`config.mk`:
```
export PLATFORM = sky130hd
export DESIGN_NAME = a2d_spi_resp
export DESIGN_NICKNAME = d
export VERILOG_FILES = /design/src/rtl/a2d_pkg.sv /design/src/rtl/spi_sync_edge.sv /design/src/rtl/a2d_spi_resp.sv
export SDC_FILE = /design/constraint.sdc
export NUM_CORES = 1
export LEC_CHECK = 0
export ABC_AREA = 1
export CORE_MARGIN = 2
export CORE_UTILIZATION = 35
export CTS_BUF_LIST = sky130_fd_sc_hd__clkbuf_4 sky130_fd_sc_hd__clkbuf_8 sky130_fd_sc_hd__clkbuf_16
export CTS_CLUSTER_SIZE = 10
export DETAILED_ROUTE_END_ITERATION = 8
export GPL_TIMING_DRIVEN = 0
export PLACE_DENSITY = 0.54
export SLEW_MARGIN = 30
export SYNTH_ARGS = -nofsm -noshare
export SYNTH_HDL_FRONTEND = slang
export SYNTH_SLANG_ARGS = --single-unit
```
`constraint.sdc`:
```
create_clock -name clk -period 2 [get_ports clk]
set_clock_uncertainty 0.15 [all_clocks]
set_input_delay 0.2 -clock clk [delete_from_list [all_inputs] [get_ports clk]]
set_output_delay 0.2 -clock clk [all_outputs]
set_load 0.01 [all_outputs]
```
`src/rtl/a2d_pkg.sv`:
```
// Shared types, widths and helpers for the A2D SPI responder.
// Noise helpers are only referenced when A2D_NOISE_EN is defined.
package a2d_pkg;

    typedef enum logic {
        IDLE  = 1'b0,
        SHIFT = 1'b1
    } state_t;

    localparam int FRAME_BITS = 16;
    localparam int CH_W       = 3;
    localparam int RES_W      = 12;
    localparam int BCNT_W     = 5;

    localparam logic [BCNT_W-1:0] BIT_GOOD = 5'd16;
    localparam logic [BCNT_W-1:0] BIT_SAT  = 5'd17;
    localparam logic [15:0]       LFSR_SEED = 16'hACE1;

    // Fibonacci form, taps 16,14,13,11 (maximal length)
    function automatic logic [15:0] lfsr_next(input logic [15:0] s);
        return {s[14:0], s[15] ^ s[13] ^ s[12] ^ s[10]};
    endfunction

    function automatic logic [RES_W-1:0] add_noise(input logic [RES_W-1:0] v,
                                                   input logic [3:0]       n);
        logic [RES_W+1:0] sum;
        sum = {2'b00, v} + {{(RES_W-2){n[3]}}, n};
        // sum spans -8..4102, so bit 13 flags negative and bit 12 flags overflow
        if (sum[RES_W+1])
            return '0;
        else if (sum[RES_W])
            return '1;
        else
            return sum[RES_W-1:0];
    endfunction

endpackage

```
`src/rtl/spi_sync_edge.sv`:
```
// Synchronizer chain for one asynchronous SPI pin, with rise/fall detect
// on the synchronized value.
module spi_sync_edge #(
    parameter int   SYNC_STAGES = 2,
    parameter logic RST_VAL     = 1'b1
) (
    input  logic clk,
    input  logic rst_n,
    input  logic d_i,
    output logic sync_o,
    output logic rise_o,
    output logic fall_o
);

    logic [SYNC_STAGES-1:0] chain_q;
    logic                   prev_q;

    always_ff @(posedge clk or negedge rst_n) begin
        if (!rst_n) begin
            chain_q <= {SYNC_STAGES{RST_VAL}};
            prev_q  <= RST_VAL;
        end else begin
            chain_q <= {chain_q[SYNC_STAGES-2:0], d_i};
            prev_q  <= chain_q[SYNC_STAGES-1];
        end
    end

    assign sync_o = chain_q[SYNC_STAGES-1];
    assign rise_o = sync_o & ~prev_q;
    assign fall_o = ~sync_o & prev_q;

endmodule

```
`src/rtl/a2d_spi_resp.sv`:
```
// SPI responder emulating an 8-channel 12-bit A2D converter (CPOL=1, CPHA=1).
// Define A2D_NOISE_EN to add LFSR dither to each returned sample.
//
// state | meaning
// IDLE  | SS_n high, MISO parked at 1, waiting for SS_n fall
// SHIFT | frame active: sample MOSI on SCLK rise, shift MISO on SCLK fall
module a2d_spi_resp
    import a2d_pkg::*;
#(
    parameter logic [11:0] RST_VAL     = 12'h000,
    parameter int          SYNC_STAGES = 2
) (
    input  logic        clk,
    input  logic        rst_n,
    input  logic        SS_n,
    input  logic        SCLK,
    input  logic        MOSI,
    output logic        MISO,
    input  logic        wr_en,
    input  logic [2:0]  wr_addr,
    input  logic [11:0] wr_data,
    output logic        xact_done,
    output logic        frame_err,
    output logic [2:0]  last_chnnl,
    output logic [15:0] xact_cnt
);

    logic ss_s, ss_rise, ss_fall;
    logic sclk_s, sclk_rise, sclk_fall;
    logic mosi_s, mosi_rise, mosi_fall;

    spi_sync_edge #(.SYNC_STAGES(SYNC_STAGES), .RST_VAL(1'b1)) u_ss (
        .clk(clk), .rst_n(rst_n), .d_i(SS_n),
        .sync_o(ss_s), .rise_o(ss_rise), .fall_o(ss_fall)
    );
    spi_sync_edge #(.SYNC_STAGES(SYNC_STAGES), .RST_VAL(1'b1)) u_sclk (
        .clk(clk), .rst_n(rst_n), .d_i(SCLK),
        .sync_o(sclk_s), .rise_o(sclk_rise), .fall_o(sclk_fall)
    );
    spi_sync_edge #(.SYNC_STAGES(SYNC_STAGES), .RST_VAL(1'b0)) u_mosi (
        .clk(clk), .rst_n(rst_n), .d_i(MOSI),
        .sync_o(mosi_s), .rise_o(mosi_rise), .fall_o(mosi_fall)
    );

    logic unused_ok;
    assign unused_ok = ^{ss_s, sclk_s, mosi_rise, mosi_fall};

    state_t                  state_q, state_d;
    logic [FRAME_BITS-1:0]   tx_q, tx_d;
    // The frame MSB is shifted out before it could matter, so it is not kept.
    logic [FRAME_BITS-2:0]   rx_q, rx_d;
    logic [BCNT_W-1:0]       bit_cnt_q, bit_cnt_d;
    logic [RES_W-1:0]        pend_q, pend_d;
    logic [CH_W-1:0]         last_q, last_d;
    logic [15:0]             cnt_q, cnt_d;
    logic                    done_q, done_d;
    logic                    err_q, err_d;
    logic [RES_W-1:0]        tbl_q [8];
    logic [CH_W-1:0]         rx_ch;
    logic [RES_W-1:0]        sampled;
    logic [RES_W-1:0]        pend_new;

    assign rx_ch   = rx_q[13:11];
    assign sampled = tbl_q[rx_ch];

`ifdef A2D_NOISE_EN
    logic [15:0] lfsr_q;

    always_ff @(posedge clk or negedge rst_n) begin
        if (!rst_n)
            lfsr_q <= LFSR_SEED;
        else if (done_d)
            lfsr_q <= lfsr_next(lfsr_q);
    end

    assign pend_new = add_noise(sampled, lfsr_q[3:0]);
`else
    assign pend_new = sampled;
`endif

    always_ff @(posedge clk or negedge rst_n) begin
        if (!rst_n) begin
            for (int i = 0; i < 8; i++) tbl_q[i] <= RST_VAL;
        end else if (wr_en) begin
            tbl_q[wr_addr] <= wr_data;
        end
    end

    always_ff @(posedge clk or negedge rst_n) begin
        if (!rst_n) begin
            state_q   <= IDLE;
            tx_q      <= '0;
            rx_q      <= '0;
            bit_cnt_q <= '0;
            pend_q    <= '0;
            last_q    <= '0;
            cnt_q     <= '0;
            done_q    <= 1'b0;
            err_q     <= 1'b0;
        end else begin
            state_q   <= state_d;
            tx_q      <= tx_d;
            rx_q      <= rx_d;
            bit_cnt_q <= bit_cnt_d;
            pend_q    <= pend_d;
            last_q    <= last_d;
            cnt_q     <= cnt_d;
            done_q    <= done_d;
            err_q     <= err_d;
        end
    end

    always_comb begin
        state_d   = state_q;
        tx_d      = tx_q;
        rx_d      = rx_q;
        bit_cnt_d = bit_cnt_q;
        pend_d    = pend_q;
        last_d    = last_q;
        cnt_d     = cnt_q;
        done_d    = 1'b0;
        err_d     = 1'b0;
        case (state_q)
            IDLE: begin
                if (ss_fall) begin
                    tx_d      = {4'b0000, pend_q};
                    rx_d      = '0;
                    bit_cnt_d = '0;
                    state_d   = SHIFT;
                end
            end
            SHIFT: begin
                // SS_n rise takes priority over any SCLK edge in the same cycle
                if (ss_rise) begin
                    if (bit_cnt_q == BIT_GOOD) begin
                        last_d = rx_ch;
                        pend_d = pend_new;
                        cnt_d  = cnt_q + 16'd1;
                        done_d = 1'b1;
                    end else begin
                        err_d  = 1'b1;
                    end
                    state_d = IDLE;
                end else if (sclk_rise) begin
                    rx_d = {rx_q[FRAME_BITS-3:0], mosi_s};
                    if (bit_cnt_q != BIT_SAT)
                        bit_cnt_d = bit_cnt_q + 5'd1;
                end else if (sclk_fall && bit_cnt_q != '0) begin
                    tx_d = {tx_q[FRAME_BITS-2:0], 1'b0};
                end
            end
            default: state_d = IDLE;
        endcase
    end

    assign MISO       = (state_q == SHIFT) ? tx_q[FRAME_BITS-1] : 1'b1;
    assign xact_done  = done_q;
    assign frame_err  = err_q;
    assign last_chnnl = last_q;
    assign xact_cnt   = cnt_q;

endmodule

```
==> results of run 1 <==
[layer usage]
layer,vias up,part of all wire,track usage
met2,140,0.46,0.2774
met5,-,0,0
met4,0,0.016,0.05423
li1,3155,-,-
met1,2993,0.48,0.2641
met3,26,0.047,0.03697
[stage by stage]
| step | instances | setup TNS (ns) | worst slack, ns | total power, mW |
|---|---|---|---|---|
| 2_1_floorplan | 951 | 0 | 0.4310 | 4.851 |
| 3_5_place_dp | 1275 | -0.9589 | -0.08089 | 5.295 |
| 3_3_place_gp | 1273 | -1158.81 | -6.792 | 5.271 |
| 6_report | 1308 | 0 | 0.09279 | 8.830 |
| 5_1_grt | 1308 | 0 | 0.007303 | 9.284 |
| 4_1_cts | 1308 | 0 | 0.04407 | 8.920 |
[cell usage after synthesis (all sizes together)]
library cell    n
nor3            2
nand2         391
xnor2           8
nand3          64
xor2            4
buf            28
o21ai         136
nand4           6
dfstp           6
dfrtp         167
o211ai         12
inv            57
nor2           43
ha              4
clkbuf         21
or2             2
[worst max-delay path, cell delays in order (launching register included)]
cell and delay, ns:
dfrtp_1 0.33, buf_2 0.25, inv_2 0.16, clkbuf_2 0.24, o21ai_0 0.28, nand3_1 0.16
nand3_1 0.16, nand2_1 0.06
[final cells by class]
cell class | instances | area (sq um) | area share
timing repair buffer | 46 | 496.7 | 0.05382
multi-input combinational | 672 | 2960 | 0.3208
buffer | 48 | 224.0 | 0.02427
clock inverter | 10 | 162.7 | 0.01762
tap | 280 | 350.3 | 0.03796
inverter | 57 | 216.5 | 0.02345
sequential | 173 | 4337 | 0.4699
clock buffer | 22 | 481.7 | 0.05220
[where the power goes]
part           switching, mW  internal, mW
Sequential             0.221          3.92
Clock                   1.38          2.22
Combinational          0.710         0.385
Total                   2.31          6.52
[logic make-up (layout without fill, tap and decap cells)]
kind of cell / after synthesis / after routing / synth area share
fa+ha+maj: 4 / 4 / 0.006471
buf+inv: 106 / 183 / 0.05662
flops: 173 / 173 / 0.5607
xor+xnor: 12 / 12 / 0.01359
simple gates: 508 / 508 / 0.2630
compound gates: 148 / 148 / 0.09964
[state kept, by name, summed over array words and instances (netlist names), 3 cells and up]
name / count
tbl_q: 96
tx_q: 16
xact_cnt: 16
rx_q: 14
pend_q: 12
bit_cnt_q: 5
last_chnnl: 3
[worst max path at each step]
stage                               end  slack, ns
2_1_floorplan  xact_cnt[10]$_DFFE_PN0P_       0.43
3_3_place_gp      tbl_q[53]$_DFFE_PN0P_      -6.79
3_5_place_dp      tbl_q[12]$_DFFE_PN0P_      -0.08
4_1_cts           pend_q[2]$_DFFE_PN0P_       0.04
5_1_grt           pend_q[2]$_DFFE_PN0P_      0.007
6_report          pend_q[2]$_DFFE_PN0P_       0.09
[what timing repair did]
item,in CTS,in global routing
cloned,0,0
endpoints found under the setup margin,1,7
hold buffers,1,0
gates resized for setup,2,3
setup buffers,1,0
hold endpoints to repair,171,0
==> results.py, run 1 <==
metrics = {
    "finish": {
        "layout_commonest_cell": "nand2_1",
        "antenna_cells_inserted": 0,
        "nets": 1040,
        "final_cell_mix": "nand2_1 (390), dfrtp_1 (167), o21ai_0 (113)",
        "area_growth_pct": 19.31,
        "design_area_sq_mm": 0.009229,
        "postLayoutCoreUtil": 0.4242,
        "fillers": 2273,
        "final_layout_size_suffix_gt1_frac": 0.07782,
    },
    "global_route": {
        "grtUsageTotal": 0.1825,
        "globalRoute.totalOverflow": 0,
        "grt_max_degree": 75,
        "first_pass_grt_wire_length_microns": 33450,
        "grt_antenna_before_repair": 0,
        "first_global_vias": 6227,
    },
    "sta": {
        "worstMarginPinSlew_ns": 0.6146,
        "post-route-period-util": 0.9536,
        "clock.fmax_mhz": 524.3,
        "fin_crit_ns": 1.907,
        "final-hold-violation-count": 0,
        "setup_viol": 0,
        "max_slew_margin": 0.5903,
        "unrepaired_setup_endpoints_after_global_routing": "no",
        "finalHoldWorstSlack_ns": 0.02382,
        "maxSlewViolCount": 0,
    },
    "detailed_routing": {
        "postRouteAntennaNets": 0,
        "drt_first_pass_iters": 5,
        "total_drc_errors_in_the_routed_layout": 0,
        "vias": 6314,
        "routed_wirelength_microns": 20050,
        "average_wire_per_cell_in_the_routed_design_microns": 15.33,
        "avgViaCountPerCell": 4.827,
        "detail_route.iter0.violations": 393,
    },
    "power": {
        "power.static_leakage_nw": 4.441,
        "power.density_mw_per_mm2": 956.8,
        "ir_drop_uv": 533.3,
    },
    "clock_network": {
        "cts_sinks": 173,
        "cts_root_buf": "clkbuf_16",
        "tritoncts": "built",
        "clockBufferDepth": 2,
        "cts_inserted_buffers": 17,
        "clock_insertion_delay_worst_skew_ns": 0.43,
        "clk_pin_slew_ns": 0.06,
        "h-tree-depth": 4,
    },
    "critical_path": {
        "setup.reg_to_reg.worst_slack_ns": 0.09,
        "cp-startpoint": "rx_q[11]$_DFFE_PN0P_",
        "worstReg2RegEnd": "pend_q[2]$_DFFE_PN0P_",
        "critPathRequiredTime_ns": 2.17,
        "worst-endpoint-arrival_ns": 2.07,
        "start_kind": "register",
        "rr_startpoint": "rx_q[11]$_DFFE_PN0P_",
        "worst_setup_path_end_kind": "register",
        "crit_fanout": 10,
        "worst_r2r_path_depth": 7,
        "criticalPathCategory": "reg -> reg",
    },
    "flow_run": {
        "cap_violations": 0,
    },
    "yosys": {
        "post_synth_num_cell_types": 26,
        "mappedNetlistNets": 976,
        "synth_top_area_cell": "dfrtp_1",
        "mean_cell_area_of_the_mapped_netlist_sq_um": 8.133,
        "ys_seq_area_frac": 0.5607,
        "yosysTopAreaCellShare": 0.5403,
        "ys_ff_latch": 173,
        "yosys_warning_count": 0,
        "synthTopCellsByArea": "dfrtp_1 (54%), nand2_1 (19%), o21ai_0 (7.3%)",
        "synthesis.area_sq_mm": 0.007735,
        "netlist_instances": 951,
    },
    "place": {
        "io_buffer_count": 42,
        "gp_congestion": 0.8244,
        "cell_area_placed_sq_mm": 0.008566,
        "place.detailed.hpwl_microns": 14140,
    },
    "floorplanning": {
        "start_util": 0.3555,
        "die-area_sq_mm": 0.02331,
        "core_region_area_sq_mm": 0.02176,
        "die_span_in_x_microns": 152.7,
        "ios": 43,
        "rows": 54,
        "die-height_microns": 152.7,
    },
    "min_path": {
        "worst_min_delay_path_class": "in -> reg",
        "min_from": "SCLK",
        "min_delay_path_depth": 1,
        "min_delay_worst_endpoint": "u_sclk.chain_q[0]$_DFF_PN1_",
    },
    "run_status": {
        "outcome": "finished, final reports clean",
    },
}
No activity file was read; power rests on OpenSTA's default activity.
==> inputs of run 2 (changes only) <==
--- a/config.mk
+++ b/config.mk
@@ -6,13 +6,14 @@
 export NUM_CORES = 1
 export LEC_CHECK = 0
 export ABC_AREA = 1
+export CAP_MARGIN = 15
 export CORE_MARGIN = 2
-export CORE_UTILIZATION = 35
+export CORE_UTILIZATION = 36
 export CTS_BUF_LIST = sky130_fd_sc_hd__clkbuf_4 sky130_fd_sc_hd__clkbuf_8 sky130_fd_sc_hd__clkbuf_16
 export CTS_CLUSTER_SIZE = 10
 export DETAILED_ROUTE_END_ITERATION = 8
 export GPL_TIMING_DRIVEN = 0
-export PLACE_DENSITY = 0.54
+export PLACE_DENSITY = 0.56
 export SLEW_MARGIN = 30
 export SYNTH_ARGS = -nofsm -noshare
 export SYNTH_HDL_FRONTEND = slang
==> run 2 against run 1 <==
Count of clock-buffer cells in the layout shrank 1. Sequential share of layout area grew 0.36 points. Maximum frequency grew 0.31%. Combinational power is essentially flat. Via count grew 0.40%. Critical path type unchanged. Critical endpoint unchanged. Largest power group unchanged. Highest routed layer unchanged.
==> results.py, run 2 (synthesis gave the netlist of run 1 again) <==
metrics = {
    "detailed_routing": {
        "drt_first_pass_iters": 5,
        "routed_wirelength_microns": 19970,
        "average_wire_per_cell_in_the_routed_design_microns": 15.34,
        "vias": 6339,
        "total_drc_errors_in_the_routed_layout": 0,
        "avgViaCountPerCell": 4.869,
        "postRouteAntennaNets": 0,
        "detail_route.iter0.violations": 408,
    },
    "sta": {
        "unrepaired_setup_endpoints_after_global_routing": "no",
        "worstMarginPinSlew_ns": 0.5499,
        "postLayoutSetupSlackWorst_ns": 0.09874,
        "finalHoldWorstSlack_ns": 0.02002,
        "fin_crit_ns": 1.901,
        "final-hold-violation-count": 0,
        "post-route-period-util": 0.9506,
        "setup_viol": 0,
        "final.setup.tns_ns": 0,
        "clock.fmax_mhz": 526.0,
        "maxSlewViolCount": 0,
        "max_slew_margin": 0.6334,
    },
    "critical_path": {
        "worst-endpoint-arrival_ns": 2.12,
        "worst_setup_path_end_kind": "register",
        "critical-path-top-cell-by-count": "nand3_1",
        "start_kind": "register",
        "crit_path_max_incr_delay_ns": 0.40,
        "worstPathCellList": "buf_2 > inv_2 > clkbuf_1 > o21ai_0 > nand3_1 > nand3_1 > nand2_1",
        "worst_r2r_path_depth": 7,
        "critPathRequiredTime_ns": 2.22,
        "crit_fanout": 10,
        "critical_path.slowest_cell": "clkbuf_1",
        "criticalPathCategory": "reg -> reg",
    },
    "clock_network": {
        "clk_pin_slew_ns": 0.06,
        "clock_insertion_delay_worst_skew_ns": 0.43,
        "tritoncts": "built",
        "h-tree-depth": 4,
        "cts_sinks": 173,
        "cts_root_buf": "clkbuf_16",
        "cts_inserted_buffers": 17,
        "clockBufferDepth": 2,
    },
    "floorplanning": {
        "rows": 53,
        "die-area_sq_mm": 0.02267,
        "start_util": 0.3668,
        "core_region_area_sq_mm": 0.02109,
        "ios": 43,
        "die-height_microns": 150.6,
        "die_span_in_x_microns": 150.6,
    },
    "finish": {
        "final_layout_size_suffix_gt1_frac": 0.07595,
        "layout_commonest_cell": "nand2_1",
        "largest_register": "tbl_q",
        "final_cell_mix": "nand2_1 (390), dfrtp_1 (167), o21ai_0 (113)",
        "fillers": 2140,
        "area_of_the_multi_input_gates_sq_mm": 0.002960,
        "seqCellArea_sq_mm": 0.004337,
        "nets": 1040,
        "design_area_sq_mm": 0.009159,
        "antenna_cells_inserted": 0,
        "area_growth_pct": 18.41,
        "largest_reg_flops": 96,
    },
    "global_route": {
        "global_route_track_usage_on_met3": 0.03939,
        "grt_max_degree": 63,
        "met2_usage": 0.2866,
        "grtUsageTotal": 0.1881,
        "first_global_vias": 6069,
        "globalRoute.totalOverflow": 0,
        "first_pass_grt_wire_length_microns": 32600,
        "top_usage_layer": "met2",
        "met1_usage": 0.2718,
        "grt_antenna_before_repair": 0,
    },
    "place": {
        "gp_congestion": 0.8408,
        "io_buffer_count": 42,
        "preCtsSetupSlack_ns": -0.003683,
        "place.detailed.hpwl_microns": 14040,
        "cell_area_placed_sq_mm": 0.008559,
    },
    "min_path": {
        "min_delay_path_depth": 1,
        "worst_min_delay_path_class": "in -> reg",
    },
    "power": {
        "power.static_leakage_nw": 4.412,
        "power.density_mw_per_mm2": 931.8,
        "ir_drop_uv": 502.7,
        "report.power.total_mw": 8.534,
    },
    "flow_run": {
        "cap_violations": 0,
    },
    "run_status": {
        "outcome": "finished, final reports clean",
    },
}
-- run 2: final cells by class --
cell class	count	area share
repair buffers	46	0.05423
inverters	57	0.02363
clock buffers	21	0.05109
plain buffers	48	0.02404
clock inverters	10	0.01270
multi-input cells	672	0.3232
flip-flops and latches	173	0.4735
well taps	275	0.03757
-- run 2: repair_timing --
| action | in CTS | in global routing |
|---|---|---|
| setup buffers | 1 | 0 |
| hold buffers | 1 | 0 |
| gates resized for setup | 2 | 0 |
| setup endpoints to repair | 1 | 0 |
| hold endpoints to repair | 167 | 0 |
-- run 2: routing by layer --
| metal | up-vias | wire (microns) | part of all wire |
|---|---|---|---|
| met4 | 0 | 306 | 0.015 |
| met1 | 3040 | 9725 | 0.49 |
| met2 | 119 | 9094 | 0.46 |
| met5 | - | 0 | 0 |
| met3 | 26 | 845 | 0.042 |
| li1 | 3154 | - | - |
-- run 2: final timing paths --
kind,startpoint,end,slack (ns)
max in group asynchronous,rst_n,tbl_q[58]$_DFFE_PN0P_,0.90
worst max register to register,rx_q[11]$_DFFE_PN0P_,pend_q[2]$_DFFE_PN0P_,0.1
worst max-delay path,rx_q[11]$_DFFE_PN0P_,pend_q[2]$_DFFE_PN0P_,0.1
worst min register to register,u_mosi.chain_q[0]$_DFF_PN0_,u_mosi.chain_q[1]$_DFF_PN0_,0.20
min in group asynchronous,rst_n,xact_cnt[7]$_DFFE_PN0P_,0.11
worst min-delay path,SCLK,u_sclk.chain_q[0]$_DFF_PN1_,0.02
-- run 2: power by group --
group / leakage, nW / switching, mW / internal, mW
Combinational: 1.88 / 0.718 / 0.385
Sequential: 2.25 / 0.227 / 3.92
Clock: 0.286 / 1.36 / 1.92
-- run 2: critical path: cells and delay by family, from the launching register on --
family,cells,cell delay [ns]
buf+inv,3,0.79
simple gates,3,0.35
flops,1,0.35
compound gates,1,0.19
-- run 2: through the flow --
stage / utilization / std cells
floorplan: - / 951
global placement: 0.4031 / 1268
detailed placement: 0.4059 / 1270
CTS: 0.4343 / 1302
global route: 0.4343 / 1302
finish: 0.4343 / 1302
